## config.mk

```make
export PLATFORM = sky130hd
export DESIGN_NAME = frost32_irq_ctrl
export DESIGN_NICKNAME = d
export VERILOG_FILES = /design/src/rtl/frost32_irq_ctrl.sv
export SDC_FILE = /design/constraint.sdc
export NUM_CORES = 1
export LEC_CHECK = 0
export ABC_AREA = 1
export CORE_AREA = 3 3 74 76
export DETAILED_ROUTE_END_ITERATION = 16
export DIE_AREA = 0 0 77 79
export PLACE_DENSITY_LB_ADDON = 0.2
export SYNTH_ARGS = -nofsm -noshare
export SYNTH_HDL_FRONTEND = slang
export SYNTH_SLANG_ARGS = --single-unit
export TNS_END_PERCENT = 30
```

## constraint.sdc

```tcl
create_clock -name clk -period 1.4 [get_ports clk]
set_input_delay 0.21 -clock clk [delete_from_list [all_inputs] [get_ports clk]]
set_output_delay 0.21 -clock clk [all_outputs]
set_load 0.005 [all_outputs]
```

## src/rtl/frost32_irq_ctrl.sv

```systemverilog
// Frost32 interrupt controller: edge-detected pending latch, enable mask,
// fixed lowest-index priority and single in-service tracking with EOI.
module frost32_irq_ctrl #(
  parameter int NUM_SRC = 8,
  parameter int IDX_W   = (NUM_SRC > 1) ? $clog2(NUM_SRC) : 1
) (
  input  logic               clk,
  input  logic               rst,
  input  logic [NUM_SRC-1:0] src,
  input  logic               irq_ack,
  input  logic               reg_wr,
  input  logic               reg_rd,
  input  logic [1:0]         reg_addr,
  input  logic [31:0]        reg_wdata,
  output logic [31:0]        reg_rdata,
  output logic               interrupt,
  output logic               in_service
);

  localparam logic [1:0] ST_IDLE    = 2'd0;
  localparam logic [1:0] ST_ASSERT  = 2'd1;
  localparam logic [1:0] ST_SERVICE = 2'd2;

  localparam logic [1:0] ADDR_ENABLE  = 2'd0;
  localparam logic [1:0] ADDR_PENDING = 2'd1;
  localparam logic [1:0] ADDR_CAUSE   = 2'd2;

  localparam logic [1:0] ADDR_EOI     = 2'd3;

  logic [NUM_SRC-1:0] src_q_r;
  logic [NUM_SRC-1:0] enable_r;
  logic [NUM_SRC-1:0] pending_r;
  logic [IDX_W-1:0]   cause_idx_r;
  logic [1:0]         state_r;
  logic               interrupt_r;
  logic               in_service_r;
  logic [31:0]        rdata_r;

  logic [NUM_SRC-1:0] edge_s;
  logic [NUM_SRC-1:0] active_s;
  logic [NUM_SRC-1:0] w1c_mask_s;
  logic [NUM_SRC-1:0] clr_mask_s;
  logic [IDX_W-1:0]   winner_s;
  logic [1:0]         state_nxt_s;
  logic               capture_s;
  logic               eoi_s;
  logic [31:0]        rd_enable_s;
  logic [31:0]        rd_pending_s;
  logic [31:0]        rd_cause_s;
  logic               unused_s;

  assign edge_s     = src & ~src_q_r;
  assign active_s   = pending_r & enable_r;
  assign eoi_s      = reg_wr && (reg_addr == ADDR_EOI);
  assign w1c_mask_s = (reg_wr && (reg_addr == ADDR_PENDING)) ? reg_wdata[NUM_SRC-1:0]
                                                             : {NUM_SRC{1'b0}};
  // Upper write-data bits beyond NUM_SRC have no storage.
  assign unused_s   = ^reg_wdata;

  // Priority: downward scan so the lowest set index is written last.
  always_comb begin
    winner_s = {IDX_W{1'b0}};
    for (int i = NUM_SRC - 1; i >= 0; i--) begin
      if (active_s[i]) winner_s = IDX_W'(i);
      else             winner_s = winner_s;
    end
  end

  // Next-state decode and capture qualification.
  always_comb begin
    state_nxt_s = state_r;
    capture_s   = 1'b0;
    case (state_r)
      ST_IDLE: begin
        if (|active_s) state_nxt_s = ST_ASSERT;
        else           state_nxt_s = ST_IDLE;
      end
      ST_ASSERT: begin
        if (irq_ack) begin
          if (|active_s) begin
            state_nxt_s = ST_SERVICE;
            capture_s   = 1'b1;
          end else begin
            state_nxt_s = ST_IDLE;
          end
        end else if (!(|active_s)) begin
          state_nxt_s = ST_IDLE;
        end else begin
          state_nxt_s = ST_ASSERT;
        end
      end
      ST_SERVICE: begin
        if (eoi_s) state_nxt_s = ST_IDLE;
        else       state_nxt_s = ST_SERVICE;
      end
      default: state_nxt_s = ST_IDLE;
    endcase
  end

  // One-hot clear of the captured source and zero-extended read views.
  always_comb begin
    clr_mask_s = {NUM_SRC{1'b0}};
    if (capture_s) clr_mask_s[winner_s] = 1'b1;
    else           clr_mask_s = {NUM_SRC{1'b0}};
    rd_enable_s                = {32{1'b0}};
    rd_enable_s[NUM_SRC-1:0]   = enable_r;
    rd_pending_s               = {32{1'b0}};
    rd_pending_s[NUM_SRC-1:0]  = pending_r;
    rd_cause_s                 = {32{1'b0}};
    rd_cause_s[31]             = in_service_r;
    rd_cause_s[IDX_W-1:0]      = cause_idx_r;
  end

  // Core state: edge history, enable, pending, FSM, capture and outputs.
  always_ff @(posedge clk) begin
    if (rst) begin
      src_q_r      <= src;
      enable_r     <= {NUM_SRC{1'b0}};
      pending_r    <= {NUM_SRC{1'b0}};
      cause_idx_r  <= {IDX_W{1'b0}};
      state_r      <= ST_IDLE;
      interrupt_r  <= 1'b0;
      in_service_r <= 1'b0;
    end else begin
      src_q_r      <= src;
      pending_r    <= (pending_r & ~w1c_mask_s & ~clr_mask_s) | edge_s;
      state_r      <= state_nxt_s;
      interrupt_r  <= (state_nxt_s == ST_ASSERT);
      in_service_r <= (state_nxt_s == ST_SERVICE);
      if (reg_wr && (reg_addr == ADDR_ENABLE)) enable_r <= reg_wdata[NUM_SRC-1:0];
      else                                     enable_r <= enable_r;
      if (capture_s) cause_idx_r <= winner_s;
      else           cause_idx_r <= cause_idx_r;
    end
  end

  // Register read port; data holds until the next read strobe.
  always_ff @(posedge clk) begin
    if (rst) begin
      rdata_r <= {32{1'b0}};
    end else if (reg_rd) begin
      case (reg_addr)
        ADDR_ENABLE:  rdata_r <= rd_enable_s;
        ADDR_PENDING: rdata_r <= rd_pending_s;
        ADDR_CAUSE:   rdata_r <= rd_cause_s;
        default:      rdata_r <= {32{1'b0}};
      endcase
    end else begin
      rdata_r <= rdata_r;
    end
  end

  assign reg_rdata  = rdata_r;
  assign interrupt  = interrupt_r;
  assign in_service = in_service_r;

endmodule

```

# Word-level counts from Yosys, hierarchy flattened
# Index checks and enable logic that the tools add are counted.
dict set report totals {
  elab_cells 53
  reg_bits 63
  out_inout_bits 34
}
dict set report op_classes {
  n_bitwise 8
  magnitude_cmp 2
  reduce_logical 7
  n_mux 21
  n_eq_ne 7
}
# op count
set ops {}
lappend ops {{one-hot mux 32 bit (3 select lines)} 1}
lappend ops {{bitwise AND 8 bit} 4}
lappend ops {{2-to-1 mux 3 bit} 8}
lappend ops {{inverter 8 bit} 3}
lappend ops {{2-to-1 mux 8 bit} 2}
lappend ops {{equality test 2 bit (second input constant)} 4}
lappend ops {{OR 8 bit} 1}
lappend ops {{OR reduction 8 bit} 1}
lappend ops {{equality test 2 x 1 -> 1 bit (second input constant)} 3}
lappend ops {{2-to-1 mux 2 bit} 3}
lappend ops {{one-hot mux 2 bit (3 select lines)} 1}
lappend ops {{2-to-1 mux 1 bit} 5}
lappend ops {{logical AND 1 bit} 4}
lappend ops {{logical NOT 2 bit} 2}
lappend ops {{less-than comparator 3 x 4 -> 1 bit (second input constant)} 1}
lappend ops {{demux 1 bit (select 3 bit)} 1}
lappend ops {{>= comparator 3 x 1 -> 1 bit (second input constant)} 1}

# Depth between registers and ports, before layout
# Gate-level depths: netlist of run 1.
dict set report depth {
  depth_word 17
  depth_mapped 12
  mapped_depth_nobuf 12
}

# Worst setup path after synthesis of run 1
# Ideal clock, no wire load.
dict set report synth_path {
  path_type {reg-to-reg}
  startpoint {register pending_r[0]}
  endpoint {register pending_r[7]}
  synth_period_minus_slack_ns 1.163
  setup_slack_ns 0.237
  stages_incl_launch_ff 9
  t_required_ns 1.262
  t_arrival_ns 1.025
  setup_time_ns 0.138
  n_path_buf 0
  cell_sequence {dfxtp_1 nand2_4 nand2_2 nor2_2 nand4_1 nor2_1 nand3_1 nand2_1 a21oi_1}
}
dict set report synth_via {
  elab_chain_len 10
}
# item line_no
set synth_rtl {}
lappend synth_rtl {{start, declared} 32} ;# logic [NUM_SRC-1:0] pending_r;
lappend synth_rtl {{start signal, assigned} 119} ;# pending_r <= {NUM_SRC{1'b0}};
lappend synth_rtl {{start signal, assigned} 126} ;# pending_r <= (pending_r & ~w1c_mask_s & ~clr_mask_s) | edge_s;
lappend synth_rtl {{bitwise AND 8 bit (*)} 53} ;# assign active_s = pending_r & enable_r;
lappend synth_rtl {{2-to-1 mux 3 bit} 64} ;# if (active_s[i]) winner_s = IDX_W'(i);
lappend synth_rtl {{less-than comparator 3 x 4 -> 1 bit (not written as such) or >= comparator 3 x 1 -> 1 bit (tied branches)} 103} ;# if (capture_s) clr_mask_s[winner_s] = 1'b1;
lappend synth_rtl {{logical AND 1 bit (not written as such)} 103}
lappend synth_rtl {{2-to-1 mux 1 bit (not written as such)} 103}
lappend synth_rtl {{demux 1 bit (select 3 bit)} 103}
lappend synth_rtl {{2-to-1 mux 8 bit (*)} 103}
lappend synth_rtl {{inverter 8 bit (*)} 126}
lappend synth_rtl {{bitwise AND 8 bit (*)} 126}
lappend synth_rtl {{OR 8 bit (*)} 126}
# Every way passes the cells marked *; elsewhere a longest branch is shown, timed or not.
# A chain may end at the register's enable or synchronous reset.

# Final worst setup path of run 1
dict set report layout_path {
  startpoint {register rdata_r[2], in the netlist reg_rdata[2]}
  endpoint {output port reg_rdata[2]}
}
# item line_no
set layout_lines {}
lappend layout_lines {{start, declared} 37} ;# logic [31:0] rdata_r;
lappend layout_lines {{start signal, assigned} 140} ;# rdata_r <= {32{1'b0}};
lappend layout_lines {{start signal, assigned} 143} ;# ADDR_ENABLE: rdata_r <= rd_enable_s;
lappend layout_lines {{start signal, assigned} 144} ;# ADDR_PENDING: rdata_r <= rd_pending_s;
lappend layout_lines {{end, declared} 15} ;# output logic [31:0] reg_rdata,
# No word-level cell between the ends.

==> run_results.csv, run 1 <==
group,metric,value,unit
pwr,p_seq_frac,0.523,
setup_path,cp-endpoint,"reg_rdata[2]",
clock_tree,clkSlewWorstSetupHoldPaths,0.07,ns
floorplanning,boundaryPins,81,
pwr,p_int,0.00177,W
logic_synthesis,synthTopCellsByArea,"dfxtp_1 (41%), nand2_1 (13%), buf_4 (9.2%), inv_1 (5.9%), a21oi_1 (3.8%)",
pwr,pwr-share-clk,0.331,
setup_path,crit_fanout,2,
setup_path,rr_startpoint,"pending_r[1]$_SDFF_PP0_",
pwr,peakVddDrop,0.489,mV
setup_path,worst_ep_required_time,1.19,ns
grt,top_usage_layer,"met2",
logic_synthesis,ys_types,25,
pwr,power_density,937,nW/um2
logic_synthesis,ys_warn_count,0,
route,vias,1700,
setup_path,r2r-end,"pending_r[5]$_SDFF_PP0_",
cells_and_area,finalNonFillerCells,392,
logic_synthesis,synth_top_area_share,0.409,
cells_and_area,diodes,0,
place,hpwlAfterDp,3390,um
setup_path,worstPathCellList,"clkdlybuf4s50_1",
grt,grt_util_all_layers,0.145,
pwr,switchingPower,0.000582,W
floorplanning,die_area,6080,um2
setup_path,crit_cells,1,
sta,period_share,0.959,
sta,skew,0.00532,ns
clock_tree,clock_latency,0.29,ns
pwr,p_total,0.00235,W
route,wl_per_cell,11.0,um
route,wirelength,4320,um
floorplanning,coreArea,4790,um2
sta,fin_ws,0.0574,ns
sta,timing.hold.ws,0.385,ns
flow_run,cap_violations,0,
clock_tree,post_cts.repair.setup_buffers,0,
route,vias_per_cell,4.34,
status,status,"completed",
grt,grtUsageMet1,0.185,
clock_tree,numCtsBuffers,5,
clock_tree,postCtsHoldBufs,0,
sta,hold_viol,0,
logic_synthesis,ys_ff_latch,40,
cells_and_area,drive_above_1_share,0.178,
sta,slew_viol_final,0,
floorplanning,initial_utilization,0.409,
floorplanning,die-width,77,um
setup_path,reg2reg_slack,0.07,ns
cells_and_area,final_area,2510,um2
route,first_iter_violations,71,
pwr,power_frac_comb,0.145,
setup_path,path_buf_inv,1,
grt,first_global_vias,1573,
pwr,p_leak,1.19,nW
place,dp.cells,384,
logic_synthesis,synth_area,1960,um2
grt,antenna_found_initial,0,
sta,grt_setup_unrepaired,"yes",
place,place.gp.congestion,0.831,
logic_synthesis,synth_commonest_cells,"nand2_1 (69), dfxtp_1 (40), inv_1 (31)",
grt,grtUsageMet3,0.0317,
logic_synthesis,async_reset_ff_frac,0,
setup_path,cp.arrival,1.13,ns
setup_path,worstSetupEndpointType,"output port",
sta,finalSetupViolCount,0,
sta,max_freq,0.745,GHz
clock_tree,htreeDepth,2,
place,port_buffers,33,
grt,grt_pass1_wl,6980,um
cells_and_area,nets,371,
clock_tree,clock_sink_count,40,
setup_path,critPathSlowestCell,"clkdlybuf4s50_1",
floorplanning,die_h,79,um
grt,grt_overflow,0,
logic_synthesis,yosys.area.top_type,"dfxtp_1",
logic_synthesis,synth-main-ff-cell,"dfxtp_1",
logic_synthesis,synth_edf_count,0,
route,dr.pass1.iters,4,
worst_hold_path,hp-class,"in2reg",
sta,layout_min_cycle_time,1.34,ns
clock_tree,ctsLongestPathBuffers,2,
route,antenna_left,0,
logic_synthesis,syn-instance-count,270,
setup_path,critPathLaunchType,"flop",
setup_path,max_stage_delay,0.50,ns
route,drc_errors,0,
setup_path,cp-startpoint,"reg_rdata[2]$_SDFFE_PP0P_",
cells_and_area,area_growth,28.1,%
clock_tree,cts-root-buf,"clkbuf_8",
setup_path,r2r_cells,8,
floorplanning,rows,25,
grt,grt_use_met2,0.234,
setup_path,path_delay_family,"buffers and inverters",
logic_synthesis,syn_area_per_cell,7.25,um2
setup_path,worstSetupPathType,"reg2out",
clock_tree,tritoncts,"yes",
place,place_area,2400,um2
grt,grt_max_degree,17,
place,preCtsSetupSlack,-0.190,ns
logic_synthesis,yosysMostFrequentCell,"nand2_1",
pwr,switching_share,0.248,
logic_synthesis,seq_area_frac_synth,0.409,
cells_and_area,num-fill-cells,518,
[area by class of cell]
cell class	count	area [um2]	share of cell area
Timing Repair Buffer	54	488	0.195
Multi-Input combinational cell	185	898	0.358
Sequential cell	40	803	0.321
Inverter	38	143	0.0569
Tap cell	67	83.8	0.0334
Clock buffer	8	90.1	0.0359
[metrics by stage]
step	utilization	setup TNS (ns)
final	0.524	0
after global routing	0.524	-0.0895
after CTS	0.520	0
after detailed placement	0.501	-2.98
after global placement	0.501	-2.73
after floorplan	-	0
[layer usage]
metal	wire length, um	vias to the layer above
met5	0	-
met4	74	0
met3	254	8
met2	2050	49
met1	1940	735
li1	-	908
[cells in the final DEF, fill, tap and decap left out]
| cell type | instances |
|---|---|
| a31o_1 | 5 |
| inv_1 | 31 |
| conb_1 | 23 |
| inv_2 | 6 |
| nand2_2 | 7 |
| dfxtp_2 | 2 |
| nor2_1 | 17 |
| clkdlybuf4s50_1 | 33 |
| a21oi_2 | 7 |
| nand3_2 | 1 |
| a21oi_1 | 14 |
| dfxtp_1 | 38 |
| nor2_2 | 2 |
| buf_4 | 21 |
| o31ai_1 | 1 |
| o21ai_0 | 9 |
| o21ai_1 | 11 |
| nor2_4 | 3 |
| clkinv_1 | 1 |
| nand2_4 | 3 |
| nand3_1 | 13 |
| nand2_1 | 66 |
| clkbuf_8 | 6 |
| nand4_1 | 3 |
| clkbuf_1 | 2 |
[registers in the layout (all words and copies together) (netlist names)]
register,count
pending_r,8
enable_r,8
src_q_r,8
cause_idx_r,3
state_r,2
reg_rdata,9
interrupt,1
in_service,1
[cell families (layout without fill, tap and decap cells)]
| kind of cell | Yosys count | in the layout | synth area share |
|---|---|---|---|
| compound gates | 47 | 47 | 0.143 |
| buf+inv | 67 | 100 | 0.181 |
| flops | 40 | 40 | 0.409 |
| other cells | 1 | 23 | 0.00192 |
| simple gates | 115 | 115 | 0.265 |
[repair_timing]
action | 4_1_cts | 5_1_grt
endpoints found under the hold margin | 0 | 0
resized for setup | 0 | 7
endpoints found under the setup margin | 0 | 10
[worst min-delay path by stage]
stage / startpoint / slack [ns] / depth (start not counted) / to
detailed placement: reg_rdata[2]$_SDFFE_PP0P_ / 0.46 / 2 / reg_rdata[2]$_SDFFE_PP0P_
CTS: src[1] / 0.38 / 1 / src_q_r[1]$_DFF_P_
global placement: cause_idx_r[2]$_SDFFE_PP0P_ / 0.45 / 2 / cause_idx_r[2]$_SDFFE_PP0P_
floorplan: src[0] / 0.24 / 0 / src_q_r[0]$_DFF_P_
global route: src[4] / 0.38 / 1 / src_q_r[4]$_DFF_P_
finish: src[1] / 0.39 / 1 / src_q_r[1]$_DFF_P_
[power by group through the flow]
stage | registers, W | clock network, W | logic [W]
after global placement | 0.00125 | 0 | 0.000336
after global routing | 0.00124 | 0.000861 | 0.000384
after CTS | 0.00123 | 0.000807 | 0.000341
after detailed placement | 0.00125 | 0 | 0.000340
final | 0.00123 | 0.000778 | 0.000342
after floorplan | 0.00125 | 0 | 0.000214
Note: power is estimated with default switching activity, not from simulation.
==> run 2: changes to the inputs <==
--- a/config.mk
+++ b/config.mk
@@ -7,6 +7,7 @@
 export LEC_CHECK = 0
 export ABC_AREA = 1
 export CORE_AREA = 3 3 74 76
+export CTS_BUF_LIST = sky130_fd_sc_hd__clkbuf_4 sky130_fd_sc_hd__clkbuf_8
 export DETAILED_ROUTE_END_ITERATION = 16
 export DIE_AREA = 0 0 77 79
 export PLACE_DENSITY_LB_ADDON = 0.2
==> run 2 against run 1 <==
Against the previous run: non-clock buffer count unchanged; worst hold slack worse by 0.00086 ns; clock skew grew 0.0022 ns; cell count unchanged; clock-buffer cell count stayed put; global-route usage barely moved; sequential cell count unchanged; utilization increased by 0.16 points; power rose by 1.8%; setup slack lost 0.0041 ns; die area is the same; largest cell class unchanged; largest power group unchanged.
==> run_results.csv, run 2 (synthesized netlist as in run 1, its figures left out) <==
group,metric,value,unit
status,status,"completed",
route,vias,1705,
route,wl_per_cell,11.0,um
sta,hold_viol,0,
clock_tree,clock_sink_count,40,
cells_and_area,num-fill-cells,514,
cells_and_area,post-route-util,0.525,
pwr,peakVddDrop,0.497,mV
setup_path,rr_startpoint,"pending_r[1]$_SDFF_PP0_",
clock_tree,htreeDepth,2,
clock_tree,cts-root-buf,"clkbuf_8",
worst_hold_path,hp-class,"in2reg",
sta,period_share,0.962,
flow_run,cap_violations,0,
route,drt-met1-wl,1940,um
setup_path,worstSetupEndpointType,"output port",
cells_and_area,largest_reg_flops,9,
cells_and_area,nets,371,
place,place.gp.congestion,0.831,
setup_path,worstPathCellList,"clkdlybuf4s50_1",
clock_tree,post_cts.repair.setup_buffers,0,
route,top_layer,"met4",
setup_path,max_stage_delay,0.50,ns
route,vias_per_cell,4.35,
grt,antenna_found_initial,0,
cells_and_area,layout_common_cells,"nand2_1 (66), dfxtp_1 (38), clkdlybuf4s50_1 (33)",
floorplanning,initial_utilization,0.409,
pwr,power_density,952,nW/um2
setup_path,worstSetupPathType,"reg2out",
route,dr.pass1.iters,4,
setup_path,worst_ep_required_time,1.19,ns
grt,grt_util_all_layers,0.145,
grt,grt_overflow,0,
floorplanning,die_h,79,um
setup_path,critPathLaunchType,"flop",
setup_path,path_buf_inv,1,
sta,finalSetupViolCount,0,
setup_path,r2r_cells,8,
route,first_iter_violations,50,
route,route.met3.wl,256,um
place,place_area,2400,um2
floorplanning,die-width,77,um
route,drc_errors,0,
setup_path,path_delay_family,"buffers and inverters",
place,port_buffers,33,
sta,timing.hold.ws,0.384,ns
pwr,p_leak,1.20,nW
clock_tree,numCtsBuffers,5,
floorplanning,rows,25,
cells_and_area,drive_above_1_share,0.185,
setup_path,cp.arrival,1.14,ns
route,antenna_left,0,
setup_path,r2r-end,"pending_r[5]$_SDFF_PP0_",
cells_and_area,final_area,2510,um2
cells_and_area,final_common_cell,"nand2_1",
cells_and_area,multi_input_area,898,um2
setup_path,crit_fanout,2,
cells_and_area,diodes,0,
setup_path,critPathSlowestCell,"clkdlybuf4s50_1",
floorplanning,boundaryPins,81,
route,wirelength,4310,um
pwr,p_total,0.00239,W
sta,max_freq,0.743,GHz
cells_and_area,regArea,803,um2
grt,grt_pass1_wl,6990,um
grt,grt_max_degree,17,
setup_path,reg2reg_slack,0.07,ns
setup_path,cp-startpoint,"reg_rdata[2]$_SDFFE_PP0P_",
grt,first_global_vias,1576,
cells_and_area,area_growth,28.5,%
setup_path,cp-endpoint,"reg_rdata[2]",
clock_tree,clock_latency,0.30,ns
clock_tree,tritoncts,"yes",
place,hpwlAfterDp,3390,um
setup_path,crit_cells,1,
clock_tree,ctsLongestPathBuffers,2,
floorplanning,die_area,6080,um2
sta,slew_viol_final,0,
sta,grt_setup_unrepaired,"yes",
clock_tree,clkSlewWorstSetupHoldPaths,0.08,ns
route,wl_met2,2040,um
sta,skew,0.00757,ns
floorplanning,coreArea,4790,um2
sta,layout_min_cycle_time,1.35,ns
==> run 2: cell types whose count changed in the layout (fill, tap and decap cells not counted) <==
cell      delta
clkbuf_4     +2
clkbuf_1     -2
==> run 2: worst min-delay path by stage <==
stage,startpoint,endpoint,slack (ns),cells past startpoint
final,src[1],src_q_r[1]$_DFF_P_,0.38,1
after global routing,src[4],src_q_r[4]$_DFF_P_,0.38,1
after CTS,src[1],src_q_r[1]$_DFF_P_,0.38,1
after detailed placement,reg_rdata[2]$_SDFFE_PP0P_,reg_rdata[2]$_SDFFE_PP0P_,0.46,2
after global placement,cause_idx_r[2]$_SDFFE_PP0P_,cause_idx_r[2]$_SDFFE_PP0P_,0.45,2
after floorplan,src[0],src_q_r[0]$_DFF_P_,0.24,0
==> run 2: power breakdown <==
group          switching, W  internal [W]
clock network      0.000381      0.000440
registers         0.0000345       0.00119
logic              0.000171      0.000171
total              0.000587       0.00181
==> run 2: cell type report <==
cell class                      count  area share
Clock buffer                        8      0.0388
Inverter                           38      0.0567
Multi-Input combinational cell    185       0.357
Sequential cell                    40       0.320
Tap cell                           67      0.0333
Timing Repair Buffer               54       0.194
==> run 2: layer usage <==
metal / GRT usage / vias to the layer above
li1: - / 908
met1: 0.186 / 737
met2: 0.234 / 52
met3: 0.0317 / 8
met4: 0.0641 / 0
met5: 0 / -
==> run 2: what timing repair did <==
action / in CTS / in global routing
endpoints found under the setup margin: 0 / 9
hold buffers: 0 / 0
gates resized for setup: 0 / 7
==> run 2: through the flow <==
stage               std cells  setup slack [ns]  TNS (ns)
floorplan                 292             0.237         0
global placement          384            -0.165     -2.73
detailed placement        384            -0.190     -2.98
CTS                       392            0.0305         0
global route              392           -0.0368   -0.0895
finish                    392            0.0534         0
==> run 3: changes to the inputs <==
--- a/config.mk
+++ b/config.mk
@@ -6,10 +6,11 @@
 export NUM_CORES = 1
 export LEC_CHECK = 0
 export ABC_AREA = 1
-export CORE_AREA = 3 3 74 76
+export CAP_MARGIN = 20
+export CORE_AREA = 3 3 71 73
 export CTS_BUF_LIST = sky130_fd_sc_hd__clkbuf_4 sky130_fd_sc_hd__clkbuf_8
 export DETAILED_ROUTE_END_ITERATION = 16
-export DIE_AREA = 0 0 77 79
+export DIE_AREA = 0 0 74 76
 export PLACE_DENSITY_LB_ADDON = 0.2
 export SYNTH_ARGS = -nofsm -noshare
 export SYNTH_HDL_FRONTEND = slang
==> run 3 against run 2 <==
Against the previous run: via count shrank 0.82%; maximum frequency grew 0.42%; die area shrank 7.5%; first-iteration DRC count grew 42%; highest routed layer unchanged; largest power group unchanged.
==> run_results.csv, run 3 (synthesized netlist as in run 1, its figures left out) <==
group,metric,value,unit
floorplanning,die_area,5620,um2
sta,timing.hold.ws,0.386,ns
pwr,power_density,956,nW/um2
route,drc_errors,0,
clock_tree,htreeDepth,2,
setup_path,cp.arrival,1.51,ns
sta,grt_setup_unrepaired,"yes",
route,route.met3.wl,311,um
route,antenna_left,0,
place,port_buffers,33,
status,status,"completed",
route,top_layer,"met4",
floorplanning,rows,24,
clock_tree,postCtsHoldBufs,0,
cells_and_area,final_area,2500,um2
route,wirelength,4120,um
setup_path,r2r_cells,8,
grt,first_global_vias,1433,
sta,fin_ws,0.0590,ns
cells_and_area,diodes,0,
sta,layout_min_cycle_time,1.34,ns
pwr,power_frac_comb,0.139,
sta,period_share,0.958,
route,dr.pass1.iters,4,
sta,finalSetupViolCount,0,
setup_path,reg2reg_slack,0.06,ns
setup_path,r2r-end,"pending_r[5]$_SDFF_PP0_",
clock_tree,ctsLongestPathBuffers,2,
clock_tree,clkSlewWorstSetupHoldPaths,0.07,ns
clock_tree,tritoncts,"yes",
floorplanning,coreArea,4410,um2
cells_and_area,area_growth,27.9,%
clock_tree,cts-root-buf,"clkbuf_8",
pwr,peakVddDrop,0.490,mV
cells_and_area,largest_reg_flops,9,
pwr,p_seq_frac,0.516,
grt,grt_overflow,0,
cells_and_area,post-route-util,0.567,
place,hpwlAfterDp,3150,um
clock_tree,clock_latency,0.29,ns
route,wl_per_cell,11.0,um
pwr,switchingPower,0.000590,W
place,preCtsSetupSlack,-0.158,ns
worst_hold_path,min_to,"src_q_r[0]$_DFF_P_",
floorplanning,boundaryPins,81,
route,first_iter_violations,71,
pwr,p_int,0.00180,W
sta,max_freq,0.746,GHz
place,place.gp.congestion,0.857,
clock_tree,numCtsBuffers,5,
sta,hold_viol,0,
sta,slew_viol_final,0,
flow_run,cap_violations,0,
setup_path,worst_ep_required_time,1.57,ns
floorplanning,die-width,74,um
route,wl_met2,1870,um
grt,antenna_found_initial,0,
clock_tree,clock_sink_count,40,
grt,grt_util_all_layers,0.149,
worst_hold_path,min_delay_path_depth,1,
sta,timing.setup.tns,0,ns
setup_path,worstSetupPathType,"reg2reg",
pwr,switching_share,0.247,
floorplanning,die_h,76,um
pwr,pwr-share-clk,0.345,
floorplanning,initial_utilization,0.443,
route,vias_per_cell,4.53,
setup_path,crit_fanout,3,
route,drt-met1-wl,1910,um
pwr,p_leak,1.19,nW
cells_and_area,nets,367,
cells_and_area,drive_above_1_share,0.187,
place,place_area,2370,um2
setup_path,rr_startpoint,"pending_r[2]$_SDFF_PP0_",
cells_and_area,layout_common_cells,"nand2_1 (65), dfxtp_1 (37), clkdlybuf4s50_1 (33)",
grt,grt_max_degree,17,
cells_and_area,final_common_cell,"nand2_1",
worst_hold_path,hp-start,"src[0]",
sta,skew,0.00686,ns
worst_hold_path,hp-class,"in2reg",
setup_path,worstSetupEndpointType,"flop",
setup_path,critPathLaunchType,"flop",
grt,grt_pass1_wl,6530,um
route,vias,1691,
-- run 3: cell count changes in the layout (fill, tap and decap cells not counted), sizes merged --
cell / change
buf: -4
-- run 3: area by class of cell --
type                    instances  area (um2)
fillers                       420        1910
multi-input cells             185         911
flip-flops and latches         40         805
repair buffers                 50         483
inverters                      38         143
clock buffers                   8        97.6
well taps                      52        65.1
-- run 3: worst max path at each step --
stage / startpoint / end / slack [ns]
2_1_floorplan: pending_r[0]$_SDFF_PP0_ / pending_r[7]$_SDFF_PP0_ / 0.24
3_3_place_gp: irq_ack / pending_r[5]$_SDFF_PP0_ / -0.15
3_5_place_dp: reg_addr[0] / pending_r[7]$_SDFF_PP0_ / -0.16
4_1_cts: pending_r[1]$_SDFF_PP0_ / pending_r[5]$_SDFF_PP0_ / 0.04
5_1_grt: pending_r[4]$_SDFF_PP0_ / pending_r[3]$_SDFF_PP0_ / -0.02
6_report: pending_r[2]$_SDFF_PP0_ / pending_r[5]$_SDFF_PP0_ / 0.06
-- run 3: through the flow --
step,instances,power (W)
floorplan,292,0.00146
global placement,364,0.00158
detailed placement,364,0.00158
CTS,372,0.00241
global route,373,0.00250
finish,373,0.00239
-- run 3: layer usage --
layer	track usage	up-vias
li1	-	900
met1	0.209	735
met2	0.219	54
met3	0.0317	2
met4	0.0634	0
met5	0	-
-- run 3: power by group through the flow --
stage          combinational (W)  clock [W]  sequential [W]
2_1_floorplan           0.000214          0         0.00125
3_3_place_gp            0.000327          0         0.00125
3_5_place_dp            0.000329          0         0.00126
4_1_cts                 0.000332   0.000849         0.00123
5_1_grt                 0.000376   0.000887         0.00124
6_report                0.000334   0.000825         0.00123
-- run 3: critical path: stages, from the launching register on --
cell and delay, ns:
dfxtp_1 0.35, nand2_1 0.12, nand2_2 0.08, nor2_2 0.11, nand4_1 0.17, nor2_2 0.17, nand3_1 0.10, nand2_1 0.08
a21oi_1 0.06
-- run 3: timing repair --
action	CTS	global route
resized for setup	0	12
endpoints found under the setup margin	0	8
setup buffers	0	1
